[config.mk]
export PLATFORM = sky130hd
export DESIGN_NAME = calc_controller
export DESIGN_NICKNAME = d
export VERILOG_FILES = /design/src/rtl/calc_controller.sv
export SDC_FILE = /design/constraint.sdc
export NUM_CORES = 1
export LEC_CHECK = 0
export CAP_MARGIN = 20
export CELL_PAD_IN_SITES_DETAIL_PLACEMENT = 1
export CELL_PAD_IN_SITES_GLOBAL_PLACEMENT = 1
export CORE_ASPECT_RATIO = 0.6
export CORE_MARGIN = 2
export CORE_UTILIZATION = 48
export DETAILED_ROUTE_END_ITERATION = 10
export PLACE_DENSITY = 0.89
export SLEW_MARGIN = 20
export SYNTH_ARGS = -nofsm -noshare
export SYNTH_HDL_FRONTEND = slang
export SYNTH_SLANG_ARGS = --single-unit
[constraint.sdc]
create_clock -name clk -period 5.85 [get_ports clk]
set_input_delay 1.4625 -clock clk [delete_from_list [all_inputs] [get_ports clk]]
set_output_delay 1.4625 -clock clk [all_outputs]
set_load 0.005 [all_outputs]
[src/rtl/calc_controller.sv]
// Pocket-calculator sequencer: turns key tokens into ALU operations and drives
// the display and error lamp. One token per cycle; the ALU runs its own latency.
module calc_controller #(
    parameter int WIDTH = 16
) (
    input  logic             clk,
    input  logic             rst_n,
    input  logic [4:0]       i_data,
    input  logic             i_valid,
    output logic             o_ready,
    output logic [WIDTH-1:0] o_alu_a,
    output logic [WIDTH-1:0] o_alu_b,
    output logic [1:0]       o_alu_op,
    output logic             o_alu_start,
    input  logic             i_alu_done,
    input  logic [WIDTH-1:0] i_alu_result,
    input  logic             i_alu_error,
    output logic [WIDTH-1:0] o_display,
    output logic             o_error
);

    typedef enum logic [2:0] {ENTER_A, OP, ENTER_B, BUSY, RESULT, ERROR} state_t;

    localparam logic [4:0]       TOK_AC = 5'd10;
    localparam logic [4:0]       TOK_EQ = 5'd15;
    localparam logic [WIDTH+3:0] MAXV   = {4'd0, {WIDTH{1'b1}}};

    state_t           state_q, state_d;
    logic [WIDTH-1:0] a_q, a_d, b_q, b_d;
    logic [WIDTH-1:0] alu_a_q, alu_a_d, alu_b_q, alu_b_d;
    logic [WIDTH-1:0] disp_q, disp_d;
    logic [1:0]       op_q, op_d, pend_op_q, pend_op_d, alu_op_q, alu_op_d;
    logic             pend_q, pend_d, start_q, start_d;

    logic             take, is_digit, is_oper;
    logic [4:0]       tok_off;
    logic [1:0]       tok_op;
    logic [3:0]       digit;
    logic [WIDTH+3:0] acc_a, acc_b;

    // X*10+d computed wide so overflow past 2^WIDTH-1 is visible
    function automatic logic [WIDTH+3:0] accum(input logic [WIDTH-1:0] x, input logic [3:0] d);
        logic [WIDTH+3:0] xw;
        xw = {4'd0, x};
        return (xw << 3) + (xw << 1) + {{WIDTH{1'b0}}, d};
    endfunction

    assign take     = i_valid && (state_q != BUSY);
    assign is_digit = (i_data <= 5'd9);
    assign is_oper  = (i_data >= 5'd11) && (i_data <= 5'd14);
    assign tok_off  = i_data - 5'd11;
    assign tok_op   = tok_off[1:0];
    assign digit    = i_data[3:0];
    assign acc_a    = accum(a_q, digit);
    assign acc_b    = accum(b_q, digit);

    always_comb begin
        state_d   = state_q;
        a_d       = a_q;
        b_d       = b_q;
        op_d      = op_q;
        pend_d    = pend_q;
        pend_op_d = pend_op_q;
        alu_a_d   = alu_a_q;
        alu_b_d   = alu_b_q;
        alu_op_d  = alu_op_q;
        start_d   = 1'b0;

        if (state_q == BUSY) begin
            if (i_alu_done) begin
                if (i_alu_error) begin
                    state_d = ERROR;
                end else begin
                    a_d = i_alu_result;
                    b_d = '0;
                    if (pend_q) begin
                        op_d    = pend_op_q;
                        pend_d  = 1'b0;
                        state_d = OP;
                    end else begin
                        state_d = RESULT;
                    end
                end
            end
        end else if (take) begin
            if (i_data == TOK_AC) begin
                a_d       = '0;
                b_d       = '0;
                op_d      = 2'b00;
                pend_d    = 1'b0;
                pend_op_d = 2'b00;
                state_d   = ENTER_A;
            end else if (state_q == ERROR) begin
                state_d = ERROR;
            end else if (is_digit) begin
                case (state_q)
                    ENTER_A: if (acc_a <= MAXV) a_d = acc_a[WIDTH-1:0];
                    ENTER_B: if (acc_b <= MAXV) b_d = acc_b[WIDTH-1:0];
                    OP: begin
                        b_d     = WIDTH'(digit);
                        state_d = ENTER_B;
                    end
                    RESULT: begin
                        a_d     = WIDTH'(digit);
                        state_d = ENTER_A;
                    end
                    default: ;
                endcase
            end else if (is_oper || i_data == TOK_EQ) begin
                if (state_q == ENTER_B) begin
                    // launch with the stored opcode; a new operator waits as pending
                    pend_d    = is_oper;
                    pend_op_d = is_oper ? tok_op : 2'b00;
                    alu_a_d   = a_q;
                    alu_b_d   = b_q;
                    alu_op_d  = op_q;
                    start_d   = 1'b1;
                    state_d   = BUSY;
                end else if (is_oper) begin
                    op_d    = tok_op;
                    state_d = OP;
                end
            end
        end

        case (state_d)
            ENTER_B: disp_d = b_d;
            ERROR:   disp_d = '0;
            default: disp_d = a_d;
        endcase
    end

    always_ff @(posedge clk or negedge rst_n) begin
        if (!rst_n) begin
            state_q   <= ENTER_A;
            a_q       <= '0;
            b_q       <= '0;
            op_q      <= 2'b00;
            pend_q    <= 1'b0;
            pend_op_q <= 2'b00;
            alu_a_q   <= '0;
            alu_b_q   <= '0;
            alu_op_q  <= 2'b00;
            start_q   <= 1'b0;
            disp_q    <= '0;
        end else begin
            state_q   <= state_d;
            a_q       <= a_d;
            b_q       <= b_d;
            op_q      <= op_d;
            pend_q    <= pend_d;
            pend_op_q <= pend_op_d;
            alu_a_q   <= alu_a_d;
            alu_b_q   <= alu_b_d;
            alu_op_q  <= alu_op_d;
            start_q   <= start_d;
            disp_q    <= disp_d;
        end
    end

    assign o_ready     = (state_q != BUSY);
    assign o_alu_a     = alu_a_q;
    assign o_alu_b     = alu_b_q;
    assign o_alu_op    = alu_op_q;
    assign o_alu_start = start_q;
    assign o_display   = disp_q;
    assign o_error     = (state_q == ERROR);

endmodule

==> results of run 1 <==
## per-stage QoR
step	cells	total power, mW	utilization (%)
after floorplan	713	1.88	-
after global placement	972	2.44	57.0
after detailed placement	972	2.51	57.0
after CTS	988	3.15	59.3
after global routing	988	3.35	59.3
final	988	3.18	59.3
## cell families after synthesis
kind of cell	after synthesis	share of synthesized area [%]
flip-flops	91	33.6
AO/OA/AOI/OAI	250	26.5
XOR/XNOR	26	3.36
buffers and inverters	60	3.80
multiplexers	40	6.55
adder cells (fa/ha/maj)	69	13.2
AND/OR/NAND/NOR	177	13.1
## registers in the layout, summed over array words and instances (netlist names), 3 cells and up
name       count
a_q           16
b_q           16
o_alu_a       16
o_alu_b       16
o_display     16
state_q        3
## per-layer routing
| metal | wire (um) | track usage (%) | vias up |
|---|---|---|---|
| li1 | - | - | 2832 |
| met4 | 365 | 7.35 | 0 |
| met3 | 1990 | 7.43 | 34 |
| met2 | 10300 | 49.5 | 264 |
| met1 | 11600 | 48.5 | 3197 |
| met5 | 0 | 0 | - |
## power groups by stage
| stage | clock network, mW | registers, mW | logic (mW) |
|---|---|---|---|
| final | 0.633 | 0.942 | 1.61 |
| after CTS | 0.634 | 0.939 | 1.57 |
| after floorplan | 0 | 0.882 | 0.993 |
| after global routing | 0.652 | 0.962 | 1.73 |
| after global placement | 0 | 0.943 | 1.50 |
| after detailed placement | 0 | 0.950 | 1.56 |
## area by class of cell
class,instances,area (um^2)
clock buffers,10,239
multi-input cells,562,4250
fillers,1552,5580
inverters,30,113
clock inverters,6,71.3
repair buffers,97,933
flip-flops and latches,91,2280
well taps,192,240
## layout by cell type (no fill, tap or decap), drive strengths merged, types with 9 or more instances in the layout
cell	synthesis	final
a21o	16	16
ha	65	65
dfrtp	91	91
inv	30	33
nand3	13	13
nand2	56	56
nor3	10	10
nand2b	11	11
o21a	11	11
clkdlybuf4s50	0	77
xnor2	17	17
nor2	44	44
a21oi	58	58
and3	12	12
clkbuf	15	10
o21ai	54	54
buf	15	20
xor2	9	9
o211ai	14	14
a221o	12	12
mux2	35	35
## final timing paths
check,startpoint,end,slack [ps],depth (start not counted)
setup / recovery,i_data[3],o_display[8]$_DFF_PN0_,420,14
min in group asynchronous,rst_n,o_alu_a[11]$_DFFE_PN0P_,1160,1
max in group asynchronous,rst_n,o_alu_a[6]$_DFFE_PN0P_,3670,2
hold / removal,pend_op_q[1]$_DFFE_PN0P_,pend_op_q[1]$_DFFE_PN0P_,500,2
hold reg to reg,pend_op_q[1]$_DFFE_PN0P_,pend_op_q[1]$_DFFE_PN0P_,500,2
setup reg to reg,a_q[0]$_DFF_PN0_,o_display[8]$_DFF_PN0_,1540,13
## tightest hold or removal path: stages, from the launching register on
cell and delay, ps:
dfrtp_1 350, nand2_1 50, o31ai_1 60
==> reports/qor.txt, run 1 <==
Routed vias/inst -> 6.40
CP cell instances -> clkdlybuf4s50_1 -> inv_1 -> fa_1 -> inv_1 -> fa_1 -> a211oi_2 -> o211ai_1 -> a31o_1 -> a211oi_2 -> o21a_2 -> nand3_2 -> and3_1 -> a221o_1 -> a2111o_1
Avg Inst Size Synth -> 9.51 um^2
Total GRT Usage -> 33.0%
Initial drt markers -> 466
Post-synthesis sequential area ratio -> 33.6%
Synthesis Warnings -> 0
Routed wire length -> 24.2 mm
Most used DFF post-synth -> dfrtp_1
Max incr delay on CP -> 550 ps
Setup CP Type -> input pin to flip-flop
Final ANT Viol Nets -> 0
Setup crit start kind -> input pin
Area contributors post-synth -> dfrtp_1, ha_1, mux2_2
Drt wl/cell -> 24.5 um
Most common cell in the netlist -> dfrtp_1
RSZ-0062 raised after global routing -> no
Full die area -> 0.0151 mm^2
Pint -> 1.81 mW
Setup ws final -> 419 ps
Global-route wire length before repair -> 37.2 mm
Min Hold Slack -> 499 ps
Setup-failing EPs final -> 0
Final net count -> 886
Total grt overflow -> 0
Worst slew margin -> 37.2%
Critical path buffer and inverter count -> 3
Ys async rst share -> 100%
Comb pwr share -> 50.5%
P&R area growth vs syn -> 19.8%
Sw frac -> 43.3%
DP Worst Slack -> 103 ps
TritonCTS clock tree -> built
DP HPWL -> 18.7 mm
Crit path time final -> 5430 ps
Worst-path maximum fanout -> 12
Chip Height -> 96.1 um
Switching power -> 1.38 mW
Core ar. -> 0.0137 mm^2
Die X-Extent -> 157 um
Buffers on Ports -> 78
WP data required -> 6090 ps
Fmax -> 184 MHz
Vias -> 6,327
Flops & latches, synth -> 91
Crit-path leading delay family -> compound AO/OA/AOI/OAI gates
Antenna Cells -> 0
Clock skew -> 8.45 ps
Final Hold Fails -> 0
IO Count -> 79
Final design area excluding fillers -> 0.00812 mm^2
Clock Sinks -> 91
Most instantiated cells after synthesis -> dfrtp_1, ha_1, a21oi_1
Starting density of the core -> 49.5%
FP Rows -> 33
Largest net degree at the start of global routing -> 56
Gpl congestion -> 0.977
Final Cycle Share -> 92.8%
EDFF count, synth -> 0
Vias in the first global route -> 6,427
Cts-stage hold buffer count -> 0
Clk_lat worst skew -> 350 ps
Flop pwr share -> 29.6%
HP Class -> flip-flop to flip-flop
Leak pwr -> 3.84 nW
Slowest-stage cell, CP -> fa_1
Num CTS Buffers -> 9
Root buffer cell -> clkbuf_16
Post-route setup TNS -> 0 ps
Clk buf depth -> 2
Fin. max-slew vios -> 0
Worst Max-Slew Pin Slew -> 933 ps
Clock share of power -> 19.9%
Mapped Area -> 0.00678 mm^2
Crit. End Element -> flip-flop
Post CTS Setup Buffer Count -> 0
TritonRoute pass-1 iters -> 5
Maxcap violations -> 0
CTS H-tree depth -> 3
Syn Inst Count -> 713
Power Dens Cells -> 392 mW/mm^2
Post-Syn Nets -> 808
WP data arrival -> 5670 ps
Detailed-route DRC error count -> 0
Resized Gates After CTS -> 0
IR Drop Worst-Case VDD -> 232 uV
Initial antenna violation count -> 0
Share of layout cells above drive strength 1 -> 12.8%
Status -> finished clean
Clk slew on worst S/H paths -> 70 ps
Netlist cell types -> 82
Synth area leader -> dfrtp_1
Top-area cell type share of the netlist area -> 33.6%
Placed cell areas -> 0.00781 mm^2
Power figures use the tool's default switching activity.
==> inputs of run 2 (changes only) <==
- CORE_MARGIN: 2 -> 8
- MAX_ROUTING_LAYER: unset -> met4
==> run 2 against run 1 <==
Against the previous run: clock power rose by 3.8%; power rose by 1.8%; count of clock-buffer cells in the layout fell by 1; clock skew barely moved; die area rose by 21%; flip-flop and latch count did not move; maximum frequency fell by 1.2%; critical path depth did not move; register-to-register slack got worse by 40 ps; via count rose by 0.81%; design area rose by 0.29%.
==> reports/qor.txt, run 2 (synthesized netlist as in run 1, its figures left out) <==
Global-route wire length before repair -> 39.8 mm (was 37.2 mm)
Min Hold Slack -> 499 ps (about the same)
Fmax -> 182 MHz (was 184 MHz)
Initial antenna violation count -> 0 (unchanged)
Setup-failing EPs final -> 0 (unchanged)
Post CTS Setup Buffer Count -> 0 (unchanged)
Most common cell after layout, fill and taps aside -> dfrtp_1 (unchanged)
Full die area -> 0.0183 mm^2 (was 0.0151 mm^2)
Die X-Extent -> 169 um (was 157 um)
Clock Sinks -> 91 (unchanged)
Power Dens Cells -> 398 mW/mm^2 (was 392 mW/mm^2)
IR Drop Worst-Case VDD -> 221 uV (was 232 uV)
IO Count -> 79 (unchanged)
Setup crit start kind -> input pin (unchanged)
Crit path time final -> 5500 ps (was 5430 ps)
Vias in the first global route -> 6,763 (was 6,427)
Final net count -> 886 (unchanged)
Crit. End Element -> flip-flop (unchanged)
Highest-count cells in the layout ignoring fill and taps -> dfrtp_1, clkdlybuf4s50_1, ha_1 (unchanged)
Cts-stage hold buffer count -> 0 (unchanged)
Antenna Cells -> 0 (unchanged)
Core ar. -> 0.0137 mm^2 (about the same)
DP Cell Count -> 972 (unchanged)
DP HPWL -> 19.8 mm (was 18.7 mm)
FP Rows -> 33 (unchanged)
Clock skew -> 8.35 ps (was 8.45 ps)
Leak pwr -> 3.84 nW (about the same)
Buffers on Ports -> 78 (unchanged)
RSZ-0062 raised after global routing -> no (unchanged)
Chip Height -> 108 um (was 96.1 um)
Status -> finished clean (unchanged)
Share of layout cells above drive strength 1 -> 12.8% (unchanged)
Detailed-route DRC error count -> 0 (unchanged)
P&R area growth vs syn -> 20.1% (was 19.8%)
Final Hold Fails -> 0 (unchanged)
Clk buf depth -> 2 (unchanged)
Final ANT Viol Nets -> 0 (unchanged)
Clk slew on worst S/H paths -> 70 ps (about the same)
Post-route setup TNS -> 0 ps (unchanged)
Filler Cells Inserted -> 1,545 (was 1,552)
Largest net degree at the start of global routing -> 58 (was 56)
Post-route insts no fill -> 988 (unchanged)
TritonRoute pass-1 iters -> 5 (unchanged)
TritonCTS clock tree -> built (unchanged)
Starting density of the core -> 49.3% (was 49.5%)
WP data required -> 6070 ps (was 6090 ps)
Resized Gates After CTS -> 0 (unchanged)
Setup CP Type -> input pin to flip-flop (unchanged)
Routed wire length -> 25.5 mm (was 24.2 mm)
Drt wl/cell -> 25.8 um (was 24.5 um)
CTS H-tree depth -> 3 (unchanged)
WP data arrival -> 5720 ps (was 5670 ps)
Maxcap violations -> 0 (unchanged)
HP Class -> flip-flop to flip-flop (unchanged)
Root buffer cell -> clkbuf_16 (unchanged)
Routed vias/inst -> 6.46 (was 6.40)
Total grt overflow -> 0 (unchanged)
Gpl congestion -> 0.978 (was 0.977)
Initial drt markers -> 596 (was 466)
Vias -> 6,378 (was 6,327)
Clk_lat worst skew -> 350 ps (about the same)
Worst-path maximum fanout -> 12 (unchanged)
Total GRT Usage -> 29.0% (was 33.0%)
Fin. max-slew vios -> 0 (unchanged)
Worst Max-Slew Pin Slew -> 1120 ps (was 933 ps)
Final Cycle Share -> 94.0% (was 92.8%)
Worst slew margin -> 23.1% (was 37.2%)
Fin util -> 59.3% (about the same)
Num CTS Buffers -> 9 (unchanged)
## run 2: layout make-up
type                            count  area (um^2)  share of cell area [%]
Clock buffer                        9          225                    2.76
Sequential cell                    91         2280                    27.9
Tap cell                          192          240                    2.95
Multi-Input combinational cell    562         4250                    52.1
Inverter                           30          113                    1.38
Timing Repair Buffer               97          933                    11.5
Clock inverter                      7          110                    1.35
## run 2: worst paths after layout
check	to	cells after the start	start	slack, ps
hold / removal	pend_q$_DFFE_PN0P_	2	pend_q$_DFFE_PN0P_	500
setup / recovery	o_display[8]$_DFF_PN0_	14	i_data[3]	350
setup reg to reg	o_display[8]$_DFF_PN0_	13	a_q[0]$_DFF_PN0_	1500
max in group asynchronous	a_q[10]$_DFF_PN0_	2	rst_n	3640
min in group asynchronous	o_alu_a[15]$_DFFE_PN0P_	1	rst_n	1170
hold reg to reg	pend_q$_DFFE_PN0P_	2	pend_q$_DFFE_PN0P_	500
## run 2: stage by stage
| step | total power [mW] | worst slack (ps) | area (um^2) |
|---|---|---|---|
| 6_report | 3.24 | 352 | 8150 |
| 5_1_grt | 3.41 | 179 | 8150 |
| 4_1_cts | 3.21 | 395 | 8150 |
| 3_5_place_dp | 2.53 | 42.2 | 7810 |
| 3_3_place_gp | 2.45 | 133 | 7810 |
| 2_1_floorplan | 1.88 | 870 | 6780 |
## run 2: critical path, cell delays in order
cell	delay, ps
clkdlybuf4s50_1	480
inv_1	100
fa_1	550
inv_1	70
fa_1	500
a211oi_2	320
o211ai_1	210
a31o_1	310
a211oi_2	270
o21a_2	200
nand3_2	240
and3_1	290
a221o_1	290
a2111o_1	420
## run 2: power by group
part           leakage [nW]  internal, mW  total, mW  switching (mW)
Sequential             1.24         0.774      0.968           0.193
Clock                 0.159         0.382      0.657           0.275
Combinational          2.44         0.678       1.62           0.937
Total                  3.84          1.83       3.24            1.41
## run 2: per-layer routing
metal  part of all wire, %  vias up  track usage, %
met5                     0        -               -
met3                   9.4       39            8.69
met2                    43      294            41.9
met4                   1.4        0            6.16
met1                    47     3209            39.4
li1                      -     2836               -
==> inputs of run 3 (changes only) <==
- CORE_MARGIN: 8 -> 3
==> run 3 against run 2 <==
Against the previous run: clock power shrank 12%; sequential share of layout area grew 0.21 points; count of clock-buffer cells in the layout grew 2; critical path depth is the same; routed wire length shrank 4.5%; clock skew is essentially flat; largest cell class unchanged; sequential power shrank 2.3%; critical path type unchanged; flip-flop and latch count is the same; via count grew 0.71%; first-iteration DRC count shrank 17%.
==> reports/qor.txt, run 3 (synthesized netlist as in run 1, its figures left out) <==
Resized Gates After CTS -> 0 (unchanged)
Root buffer cell -> clkbuf_16 (unchanged)
Crit. End Element -> flip-flop (unchanged)
GR peak layer -> met2 (unchanged)
Most common cell after layout, fill and taps aside -> dfrtp_1 (unchanged)
Routed vias/inst -> 6.53 (was 6.46)
Global-route wire length before repair -> 38.2 mm (was 39.8 mm)
Max incr delay on CP -> 550 ps (about the same)
CTS H-tree depth -> 3 (unchanged)
Status -> finished clean (unchanged)
P&R area growth vs syn -> 19.2% (was 20.1%)
Vias in the first global route -> 6,661 (was 6,763)
Core ar. -> 0.0133 mm^2 (was 0.0137 mm^2)
Clk slew on worst S/H paths -> 70 ps (about the same)
Critical path buffer and inverter count -> 3 (unchanged)
Initial drt markers -> 496 (was 596)
Leak pwr -> 3.81 nW (was 3.84 nW)
Final Hold Fails -> 0 (unchanged)
Final ANT Viol Nets -> 0 (unchanged)
Clk_lat worst skew -> 350 ps (about the same)
CP cell instances -> clkdlybuf4s50_1 -> inv_1 -> fa_1 -> inv_1 -> fa_1 -> a211oi_2 -> o211ai_1 -> a31o_1 -> a211oi_2 -> o21a_2 -> nand3_2 -> and3_1 -> a221o_1 -> a2111o_1 (unchanged)
Crit-path leading delay family -> compound AO/OA/AOI/OAI gates (unchanged)
Gpl congestion -> 0.960 (was 0.978)
Detailed-route DRC error count -> 0 (unchanged)
Buffers on Ports -> 78 (unchanged)
Final net count -> 886 (unchanged)
Met2 usage -> 47.1% (was 41.9%)
Full die area -> 0.0156 mm^2 (was 0.0183 mm^2)
Overall power -> 3.14 mW (was 3.24 mW)
Routed wire length -> 24.3 mm (was 25.5 mm)
Die X-Extent -> 159 um (was 169 um)
Starting density of the core -> 50.9% (was 49.3%)
IO Count -> 79 (unchanged)
Setup-failing EPs final -> 0 (unchanged)
Final Cycle Share -> 94.4% (was 94.0%)
Met3 GRT Util -> 7.21% (was 8.69%)
Highest-count cells in the layout ignoring fill and taps -> dfrtp_1, clkdlybuf4s50_1, ha_1 (unchanged)
Worst-path maximum fanout -> 12 (unchanged)
Slowest-stage cell, CP -> fa_1 (unchanged)
Maxcap violations -> 0 (unchanged)
Power Dens Cells -> 389 mW/mm^2 (was 398 mW/mm^2)
Worst Max-Slew Pin Slew -> 975 ps (was 1120 ps)
DP HPWL -> 18.8 mm (was 19.8 mm)
Setup CP Type -> input pin to flip-flop (unchanged)
Total grt overflow -> 0 (unchanged)
WP data arrival -> 5750 ps (was 5720 ps)
Initial antenna violation count -> 0 (unchanged)
HP Class -> flip-flop to flip-flop (unchanged)
Antenna Cells -> 0 (unchanged)
Post-route setup TNS -> 0 ps (unchanged)
Clock skew -> 8.78 ps (was 8.35 ps)
WP data required -> 6080 ps (was 6070 ps)
IR Drop Worst-Case VDD -> 159 uV (was 221 uV)
Fin. max-slew vios -> 0 (unchanged)
Worst slew margin -> 34.8% (was 23.1%)
Chip Height -> 98.1 um (was 108 um)
Largest net degree at the start of global routing -> 71 (was 58)
Total GRT Usage -> 32.1% (was 29.0%)
Cts-stage hold buffer count -> 0 (unchanged)
Post CTS Setup Buffer Count -> 0 (unchanged)
Clk buf depth -> 2 (unchanged)
Met1 usage -> 45.3% (was 39.4%)
RSZ-0062 raised after global routing -> no (unchanged)
Drt wl/cell -> 24.8 um (was 25.8 um)
TritonRoute pass-1 iters -> 5 (unchanged)
TritonCTS clock tree -> built (unchanged)
FP Rows -> 32 (was 33)
Clock Sinks -> 91 (unchanged)
Fmax -> 181 MHz (was 182 MHz)
Setup crit start kind -> input pin (unchanged)
Num CTS Buffers -> 9 (unchanged)
Vias -> 6,423 (was 6,378)
Crit path time final -> 5520 ps (was 5500 ps)
Share of layout cells above drive strength 1 -> 12.6% (was 12.8%)
## run 3: cell types whose count changed in the layout (fill, tap and decap cells not counted), sizes merged
| cell | before | now |
|---|---|---|
| clkbuf | 9 | 11 |
| bufinv | 2 | 0 |
| clkinvlp | 1 | 2 |
| inv | 32 | 31 |
## run 3: final timing paths
kind                                     start                 endpoint  slack, ps  depth (start not counted)
max in group asynchronous                rst_n         a_q[2]$_DFF_PN0_       3600                          2
min in group asynchronous                rst_n  o_alu_b[10]$_DFFE_PN0P_        980                          1
max reg2reg                   a_q[2]$_DFF_PN0_   o_display[8]$_DFF_PN0_       1510                         13
min                        op_q[1]$_DFFE_PN0P_      op_q[1]$_DFFE_PN0P_        500                          2
min reg2reg                op_q[1]$_DFFE_PN0P_      op_q[1]$_DFFE_PN0P_        500                          2
max                                  i_data[3]   o_display[8]$_DFF_PN0_        330                         14
## run 3: area by class of cell
type / count / area, um^2
clock buffer: 11 / 243
fill: 1528 / 5250
sequential: 91 / 2280
clock inverter: 5 / 37.5
timing repair buffer: 97 / 933
tap: 187 / 234
multi-input combinational: 562 / 4250
inverter: 30 / 113
## run 3: worst register-to-register path, stage by stage (launching register included)
cell and delay, ps:
dfrtp_1 430, inv_1 150, fa_1 510, inv_1 70, fa_1 480, a211oi_2 410
o211ai_1 200, a31o_1 300, a211oi_2 240, o21a_2 190, nand3_2 260, and3_1 290
a221o_1 290, a2111o_1 420
## run 3: report_power, final
| group | switching (mW) | leakage (nW) | internal, mW |
|---|---|---|---|
| sequential | 0.171 | 1.24 | 0.775 |
| clock | 0.272 | 0.132 | 0.302 |
| combinational | 0.941 | 2.44 | 0.680 |
## run 3: per-layer routing
metal  vias to the layer above  routed length, um
li1                       2828                  -
met3                        42               1850
met2                       270              10700
met1                      3283              11400
met5                         -                  0
met4                         0                394
## run 3: stage by stage
step | util (%) | hold WS (ps) | cell area, um^2 | setup slack, ps | instances
3_3_place_gp | 58.5 | 467 | 7800 | 160 | 967
5_1_grt | 60.7 | 521 | 8090 | 182 | 983
6_report | 60.7 | 501 | 8090 | 330 | 983
4_1_cts | 60.6 | 507 | 8090 | 392 | 983
2_1_floorplan | - | 444 | 6780 | 870 | 713
3_5_place_dp | 58.5 | 492 | 7800 | 66.6 | 967
